## src/rtl/instr_fetch.sv

```systemverilog
// Instruction fetch stage: owns the PC, reads instruction memory over req/ack,
// and drives a registered decoder slot backed by a one-entry skid buffer.
module instr_fetch #(
  parameter int                  PC_WIDTH = 16,
  parameter logic [PC_WIDTH-1:0] RESET_PC = '0
) (
  input  logic                i_clk,
  input  logic                i_reset_n,
  output logic [PC_WIDTH-1:0] o_imem_addr,
  output logic                o_imem_req,
  input  logic                i_imem_ack,
  input  logic [31:0]         i_imem_data,
  input  logic                i_stall,
  input  logic                i_redirect,
  input  logic [PC_WIDTH-1:0] i_redirect_pc,
  output logic [31:0]         o_ir,
  output logic [PC_WIDTH-1:0] o_pc,
  output logic                o_valid
);

  typedef enum logic [1:0] {
    S_IDLE,
    S_FETCH,
    S_FULL,
    S_DISCARD
  } state_t;

  state_t              state_q, state_d;
  logic [PC_WIDTH-1:0] pc_q, pc_d;
  logic [PC_WIDTH-1:0] tgt_q, tgt_d;
  logic [31:0]         ir_q, ir_d;
  logic [PC_WIDTH-1:0] opc_q, opc_d;
  logic                valid_q, valid_d;
  logic [31:0]         skid_ir_q, skid_ir_d;
  logic [PC_WIDTH-1:0] skid_pc_q, skid_pc_d;

  logic                consume;
  logic                writable;
  logic [PC_WIDTH-1:0] pc_inc;

  always_comb begin
    state_d   = state_q;
    pc_d      = pc_q;
    tgt_d     = tgt_q;
    ir_d      = ir_q;
    opc_d     = opc_q;
    valid_d   = valid_q;
    skid_ir_d = skid_ir_q;
    skid_pc_d = skid_pc_q;

    consume  = valid_q && !i_stall;
    writable = !valid_q || consume;
    pc_inc   = pc_q + {{(PC_WIDTH-1){1'b0}}, 1'b1};

    if (i_redirect) begin
      valid_d   = 1'b0;
      ir_d      = '0;
      skid_ir_d = '0;
      skid_pc_d = '0;
      unique case (state_q)
        S_FETCH: begin
          if (i_imem_ack) begin
            pc_d    = i_redirect_pc;
            state_d = S_FETCH;
          end else begin
            // The read stays outstanding at pc_q; the target waits until it returns.
            tgt_d   = i_redirect_pc;
            state_d = S_DISCARD;
          end
        end
        S_DISCARD: begin
          tgt_d = i_redirect_pc;
          if (i_imem_ack) begin
            pc_d    = i_redirect_pc;
            state_d = S_FETCH;
          end
        end
        default: begin
          pc_d    = i_redirect_pc;
          state_d = S_FETCH;
        end
      endcase
    end else begin
      unique case (state_q)
        S_IDLE: state_d = S_FETCH;
        S_FETCH: begin
          if (i_imem_ack) begin
            pc_d = pc_inc;
            if (writable) begin
              ir_d    = i_imem_data;
              opc_d   = pc_q;
              valid_d = 1'b1;
            end else begin
              skid_ir_d = i_imem_data;
              skid_pc_d = pc_q;
              state_d   = S_FULL;
            end
          end else if (consume) begin
            valid_d = 1'b0;
            ir_d    = '0;
          end
        end
        S_FULL: begin
          if (!i_stall) begin
            ir_d      = skid_ir_q;
            opc_d     = skid_pc_q;
            valid_d   = 1'b1;
            skid_ir_d = '0;
            skid_pc_d = '0;
            state_d   = S_FETCH;
          end
        end
        S_DISCARD: begin
          if (i_imem_ack) begin
            pc_d    = tgt_q;
            state_d = S_FETCH;
          end
        end
        default: state_d = S_IDLE;
      endcase
    end
  end

  always_ff @(posedge i_clk or negedge i_reset_n) begin
    if (!i_reset_n) begin
      state_q   <= S_IDLE;
      pc_q      <= RESET_PC;
      tgt_q     <= RESET_PC;
      ir_q      <= '0;
      opc_q     <= '0;
      valid_q   <= 1'b0;
      skid_ir_q <= '0;
      skid_pc_q <= '0;
    end else begin
      state_q   <= state_d;
      pc_q      <= pc_d;
      tgt_q     <= tgt_d;
      ir_q      <= ir_d;
      opc_q     <= opc_d;
      valid_q   <= valid_d;
      skid_ir_q <= skid_ir_d;
      skid_pc_q <= skid_pc_d;
    end
  end

  // pc_q is frozen during DISCARD, so the squashed address stays on the bus until ack.
  assign o_imem_req  = (state_q == S_FETCH) || (state_q == S_DISCARD);
  assign o_imem_addr = pc_q;
  assign o_ir        = ir_q;
  assign o_pc        = opc_q;
  assign o_valid     = valid_q;

endmodule

```

## config.mk

```make
export PLATFORM = sky130hd
export DESIGN_NAME = instr_fetch
export DESIGN_NICKNAME = d
export VERILOG_FILES = /design/src/rtl/instr_fetch.sv
export SDC_FILE = /design/constraint.sdc
export NUM_CORES = 1
export LEC_CHECK = 0
export CAP_MARGIN = 20
export CORE_MARGIN = 8
export CORE_UTILIZATION = 40
export DETAILED_ROUTE_END_ITERATION = 12
export SLEW_MARGIN = 20
export SYNTH_ARGS = -nofsm -noshare
export SYNTH_HDL_FRONTEND = slang
export SYNTH_SLANG_ARGS = --single-unit
```

## constraint.sdc

```tcl
create_clock -name i_clk -period 2.4 [get_ports i_clk]
set_input_delay 0.36 -clock i_clk [delete_from_list [all_inputs] [get_ports i_clk]]
set_output_delay 0.36 -clock i_clk [all_outputs]
set_load 0.02 [all_outputs]
```

==> flow_metrics.py, run 1 <==
metrics = {
    "power": {
        "total_power_mw": 9.68,
        "internal_power_mw": 6.41,
        "cellPowerDensity_nw_per_um2": 1170,
        "vdd_drop_max_uv": 559,
        "pwr-share-comb_pct": 33.0,
        "p_leak_nw": 3.57,
        "power_frac_clock_pct": 32.7,
        "sw_frac_of_total_pct": 33.7,
        "seq_power_share_pct": 34.2,
        "switchingPower_mw": 3.26,
    },
    "logic_synthesis": {
        "synth.avg_cell_area_um2": 10.6,
        "synthArstFlopShare_pct": 100,
        "syn_nets": 636,
        "syn-cell-area_um2": 6110,
        "yosysTopAreaCellShare_pct": 53.7,
        "synthTopCellsByArea": "dfrtp_1, a22o_1, o21ai_0, nand2_1, a21oi_1",
        "synth_edf_count": 0,
        "ys_warn_count": 0,
        "ys_seq_area_share_pct": 53.7,
        "synthCells": 578,
        "ys.flop_type": "dfrtp_1",
        "synth-seq-cells": 131,
        "netlist-cell-type-count": 52,
        "yosysTopAreaCell": "dfrtp_1",
    },
    "drt": {
        "finalWirelength_um": 16300,
        "vias": 4870,
        "postRouteAntennaNets": 0,
        "wl_per_cell_um": 18.1,
        "drc": 0,
        "drt_iter0_markers": 296,
        "drt-vias-per-instance": 5.42,
        "first_pass_iters": 4,
    },
    "timing": {
        "max_freq_mhz": 455,
        "slew_viol_final": 0,
        "min_period_over_period_pct": 91.6,
        "relSlewSlack_pct": 48.2,
        "rsz0062_at_grt": "false",
        "timing.final.ws_setup_ns": 0.203,
        "fin_crit_ns": 2.20,
        "finalHoldViolCount": 0,
        "setup_viol": 0,
        "clock_skew_ns": 0.00499,
        "tightest_slew_ns": 0.777,
    },
    "run_status": {
        "status": "complete, no violations",
    },
    "clocking": {
        "clock_path_buffers": 2,
        "clkLatencyLatePin_ns": 0.42,
        "cts_tree": "yes",
        "post_cts_buffers": 0,
        "cts-root-buf": "clkbuf_16",
        "cts.sinks": 131,
        "cts_inserted_buffers": 17,
        "clkTransAtPathRegs_ns": 0.06,
        "htree_levels": 4,
    },
    "setup_path": {
        "critPathCapture": "o_imem_req",
        "crit_fanout": 7,
        "reg2reg_setup_slack_ns": 0.25,
        "crit_type": "flip-flop to output port",
        "crit_path_start": "state_q[1]",
        "r2r-end": "o_pc[15]",
        "cp.arrival_ns": 1.84,
        "worstReg2RegStart": "state_q[0]",
        "critPathCaptureType": "output port",
        "cp_data_required_time_ns": 2.04,
        "worstRegToRegCells": 5,
        "start_kind": "flip-flop",
    },
    "global_route": {
        "grt_pass1_vias": 4987,
        "grt_max_degree": 67,
        "grt_antenna_before_repair": 0,
        "grt_pass1_wl_um": 26500,
        "track_usage_pct": 17.1,
        "grt.overflow.total": 0,
    },
    "floorplan": {
        "num_rows": 45,
        "start_util_pct": 40.6,
        "die_w_um": 140,
        "fp.dieH_um": 140,
        "dieArea_um2": 19500,
        "coreArea_um2": 15000,
        "ios": 119,
    },
    "place": {
        "place_ws_ns": -0.0618,
        "io_buffers": 118,
        "gp_routability_congestion": 0.811,
        "dp_hpwl_um": 11300,
    },
    "final_layout": {
        "final_nets": 755,
        "drive_gt1_share_pct": 12.1,
        "final_cell_mix": "dfrtp_1, clkdlybuf4s50_1, nand2_1, o21ai_0, a22o_1",
        "final_common_cell": "dfrtp_1",
        "antennaDiodeCount": 0,
        "syn_to_final_growth_pct": 35.9,
    },
    "flow_run": {
        "cap_violations": 0,
    },
    "min_path": {
        "hold_path.class": "input port to asynchronous set/reset pin",
    },
}
[Yosys cell counts, types with 3 or more instances]
library cell / instances
a21oi_1: 45
mux2_2: 18
dfrtp_1: 131
nor2_1: 8
a22o_1: 52
o211ai_1: 4
nand2b_1: 4
a211oi_1: 4
nor3_1: 3
xnor2_1: 5
clkbuf_1: 23
mux2i_1: 22
buf_2: 15
nand3b_1: 3
inv_1: 15
o211a_1: 3
o21a_1: 4
nand2_1: 67
nor2b_1: 33
nand3_1: 7
ha_1: 5
o221ai_1: 5
o2bb2ai_1: 3
nand4_1: 4
o21ai_0: 61
[per-stage QoR]
stage	area (µm²)	utilization [%]	hold slack [ns]	TNS (ns)	std cells
after global placement	7530	50.1	0.361	0	865
after global routing	8300	55.2	0.504	0	898
after detailed placement	7530	50.1	0.361	-0.274	865
after CTS	8270	55.0	0.484	0	898
final	8300	55.2	0.464	0	898
after floorplan	6110	-	0.0644	0	578
[sequential cells by signal (all words and copies together) (netlist names)]
signal / cells
o_ir: 32
skid_ir_q: 32
o_imem_addr: 16
o_pc: 16
skid_pc_q: 16
tgt_q: 16
state_q: 2
o_valid: 1
[critical path: stages, from the launching register on]
cell,delay [ns]
dfrtp_1,0.42
inv_1,0.08
ha_1,0.26
nor2_4,0.22
inv_1,0.11
dlygate4sd2_1,0.33
[layout make-up]
class / instances / area (µm²)
multi-input combinational: 388 / 2610
fill: 1294 / 6740
timing repair buffer: 144 / 1390
inverter: 15 / 56.3
clock buffer: 19 / 443
tap: 188 / 235
sequential: 131 / 3280
clock inverter: 13 / 278
[cell families (layout without fill, tap and decap cells)]
logic type	Yosys count	after routing	synth area share [%]
buffers and inverters	59	191	4.34
xor gates and xnor gates	7	7	1.00
AOI/OAI and AO/OA	194	194	21.1
and+or+nand+nor	142	142	11.9
muxes	40	40	6.93
adders and majority gates	5	5	1.02
DFF	131	131	53.7
[what timing repair did]
| action | in CTS | in global routing |
|---|---|---|
| endpoints found under the hold margin | 52 | 0 |
| hold buffers | 1 | 0 |
| cloned | 0 | 0 |
| gates resized for setup | 3 | 2 |
| setup endpoints to repair | 1 | 59 |
[power by group through the flow]
stage / logic, mW / registers [mW] / clock network, mW
final: 3.20 / 3.31 / 3.17
after global routing: 3.49 / 3.39 / 3.32
after CTS: 3.22 / 3.31 / 3.21
after detailed placement: 3.20 / 3.35 / 0
after global placement: 3.15 / 3.33 / 0
after floorplan: 1.52 / 3.56 / 0
[worst min-delay path by stage]
stage	cells past startpoint	to	slack [ns]	startpoint
final	2	tgt_q[4]	0.46	i_reset_n
after global placement	1	tgt_q[4]	0.36	i_reset_n
after floorplan	0	o_imem_addr[0]	0.06	i_reset_n
after CTS	2	tgt_q[4]	0.48	i_reset_n
after global routing	2	o_ir[5]	0.50	o_ir[5]
after detailed placement	1	tgt_q[4]	0.36	i_reset_n
[layer usage]
layer | share of wire (%) | wire, µm | up-vias | track usage [%]
met5 | 0 | 0 | - | 0
met4 | 1.4 | 235 | 0 | 6.57
met3 | 5.3 | 871 | 22 | 4.24
met2 | 48 | 7830 | 118 | 27.8
met1 | 45 | 7360 | 2410 | 21.7
li1 | - | - | 2320 | -
Note: power is estimated with default switching activity, not from simulation.
==> run 2: changes to the inputs <==
ABC_AREA = 1   (was unset)
==> run 2 against run 1 <==
Net effect: flip-flop and latch count unchanged; die area up 4.1%; critical path depth unchanged; utilization down 1.7 points; via count up 16%; fmax up 1.7%; global-route usage up 0.75 points; critical endpoint unchanged; largest cell class unchanged; highest routed layer unchanged.
==> flow_metrics.py, run 2 <==
metrics = {
    "setup_path": {
        "crit_type": "flip-flop to output port",
        "crit_fanout": 6,
        "slowest_stage": "dfrtp_1",
        "cp_data_required_time_ns": 2.04,
        "cp_cell_sequence": "inv_1 -> ha_1 -> inv_1 -> nand2_1 -> dlygate4sd2_1",
        "crit_top_cell": "inv_1",
        "cp.arrival_ns": 1.80,
        "cp_slowest_stage_delay_ns": 0.43,
        "critPathCaptureType": "output port",
        "path_depth": 5,
        "worstRegToRegCells": 8,
        "worst-path-buf-inv": 3,
        "critPathTopFamily": "buffers and inverters",
        "start_kind": "flip-flop",
    },
    "final_layout": {
        "final_cell_mix": "nand2_1, dfrtp_1, clkdlybuf4s50_1, o21ai_0, inv_1",
        "final_nets": 921,
        "antennaDiodeCount": 0,
        "syn_to_final_growth_pct": 32.1,
        "drive_gt1_share_pct": 7.88,
        "final_common_cell": "nand2_1",
        "postLayoutCellArea_um2": 8440,
        "post-route-util_pct": 53.5,
        "seqCellArea_um2": 3280,
        "fill_cells": 1484,
        "multi_input_area_um2": 2600,
    },
    "place": {
        "dp_hpwl_um": 12100,
        "place_area_um2": 7840,
        "io_buffers": 118,
        "gp_routability_congestion": 0.839,
        "place_ws_ns": 0.233,
    },
    "timing": {
        "fin_crit_ns": 2.16,
        "max_freq_mhz": 463,
        "finalHoldViolCount": 0,
        "min_period_over_period_pct": 90.0,
        "timing.setup.tns_ns": 0,
        "tightest_slew_ns": 0.662,
        "timing.final.ws_setup_ns": 0.240,
        "slew_viol_final": 0,
        "setup_viol": 0,
        "relSlewSlack_pct": 55.9,
        "clock_skew_ns": 0.00650,
        "rsz0062_at_grt": "false",
        "whs_ns": 0.477,
    },
    "clocking": {
        "clkLatencyLatePin_ns": 0.42,
        "cts_inserted_buffers": 17,
        "cts.sinks": 131,
        "cts_tree": "yes",
        "htree_levels": 4,
        "clkTransAtPathRegs_ns": 0.06,
        "clock_path_buffers": 2,
        "cts-root-buf": "clkbuf_16",
    },
    "floorplan": {
        "die_w_um": 142,
        "ios": 119,
        "dieArea_um2": 20300,
        "fp.dieH_um": 142,
        "coreArea_um2": 15800,
        "num_rows": 46,
        "start_util_pct": 40.5,
    },
    "drt": {
        "finalWirelength_um": 17800,
        "wl_per_cell_um": 16.3,
        "first_pass_iters": 5,
        "vias": 5636,
        "drt-vias-per-instance": 5.16,
        "drt_iter0_markers": 360,
        "postRouteAntennaNets": 0,
        "drc": 0,
    },
    "global_route": {
        "grt_pass1_vias": 5441,
        "grt_antenna_before_repair": 0,
        "grt.overflow.total": 0,
        "track_usage_pct": 17.9,
        "grt_pass1_wl_um": 28800,
        "grt_max_degree": 58,
    },
    "logic_synthesis": {
        "ys.flop_type": "dfrtp_1",
        "netlist-cell-type-count": 30,
        "synth-seq-cells": 131,
        "synth_edf_count": 0,
        "ys_seq_area_share_pct": 51.3,
        "syn-cell-area_um2": 6390,
        "synth.avg_cell_area_um2": 8.48,
        "ys_warn_count": 0,
        "syn_nets": 811,
        "synthTopCellsByArea": "dfrtp_1, nand2_1, o21ai_0, mux2i_1, inv_1",
        "synthArstFlopShare_pct": 100,
        "synth_common_cells": "nand2_1, dfrtp_1, o21ai_0",
        "synthCells": 753,
        "yosys.cell_count.top_type": "nand2_1",
        "yosysTopAreaCell": "dfrtp_1",
        "yosysTopAreaCellShare_pct": 51.3,
    },
    "power": {
        "p_leak_nw": 3.90,
        "vdd_drop_max_uv": 637,
        "cellPowerDensity_nw_per_um2": 1320,
    },
    "run_status": {
        "status": "complete, no violations",
    },
    "flow_run": {
        "cap_violations": 0,
    },
    "min_path": {
        "hold_path.class": "input port to asynchronous set/reset pin",
    },
}
run 2: report_power, final:
group          leakage (nW)  internal (mW)  switching [mW]  total, mW
clock network         0.288           1.60            1.02       2.62
registers              1.67           3.13           0.660       3.79
logic                  1.94           1.89            2.83       4.72
run 2: layout make-up:
cell class              count  share of cell area, %
multi-input cells         495                   30.8
clock buffers              19                   5.37
inverters                  77                   3.42
repair buffers            141                   16.6
flip-flops and latches    131                   38.8
well taps                 216                   3.20
clock inverters            13                   1.72
run 2: cell families (layout without fill, tap and decap cells):
group	after synthesis	after routing	synth area share, %
and+or+nand+nor	274	274	18.3
AOI/OAI and AO/OA	176	176	14.9
DFF	131	131	51.3
buffers and inverters	127	250	8.25
muxes	36	36	5.74
adders and majority gates	5	5	0.979
xor gates and xnor gates	4	4	0.548
run 2: worst paths after layout:
path                                 start            end  slack [ns]
worst max-delay path            state_q[1]     o_imem_req        0.24
worst min-delay path             i_reset_n      tgt_q[12]        0.48
worst max register to register  state_q[0]  skid_ir_q[30]        0.31
worst min register to register     o_pc[7]        o_pc[7]        0.49
max in group asynchronous        i_reset_n  skid_ir_q[28]        1.21
min in group i_clk                 o_pc[7]        o_pc[7]        0.49
run 2: routing by layer:
metal,vias to the layer above,wire (µm),track usage (%)
met3,18,1100,4.23
met2,168,8340,27.1
met5,-,0,0
met1,2700,8080,24.3
met4,0,256,6.71
li1,2750,-,-
run 2: worst register-to-register path, stage by stage (launching register included):
cell     delay (ns)
dfrtp_1        0.41
inv_1          0.10
ha_4           0.18
inv_2          0.24
nand3_1        0.14
nand2_2        0.29
buf_4          0.40
o21ai_0        0.15
o31ai_1        0.08
run 2: stage by stage:
stage          cells  total power [mW]
2_1_floorplan    753              6.60
3_3_place_gp    1059              8.45
3_5_place_dp    1059              8.56
4_1_cts         1092              11.2
5_1_grt         1092              11.9
6_report        1092              11.1
run 2: what timing repair did:
item                                   4_1_cts  5_1_grt
endpoints found under the hold margin       38        0
gates resized for setup                      1        0
setup endpoints to repair                    1        0
hold buffers                                 1        0
buffers inserted                             0        0
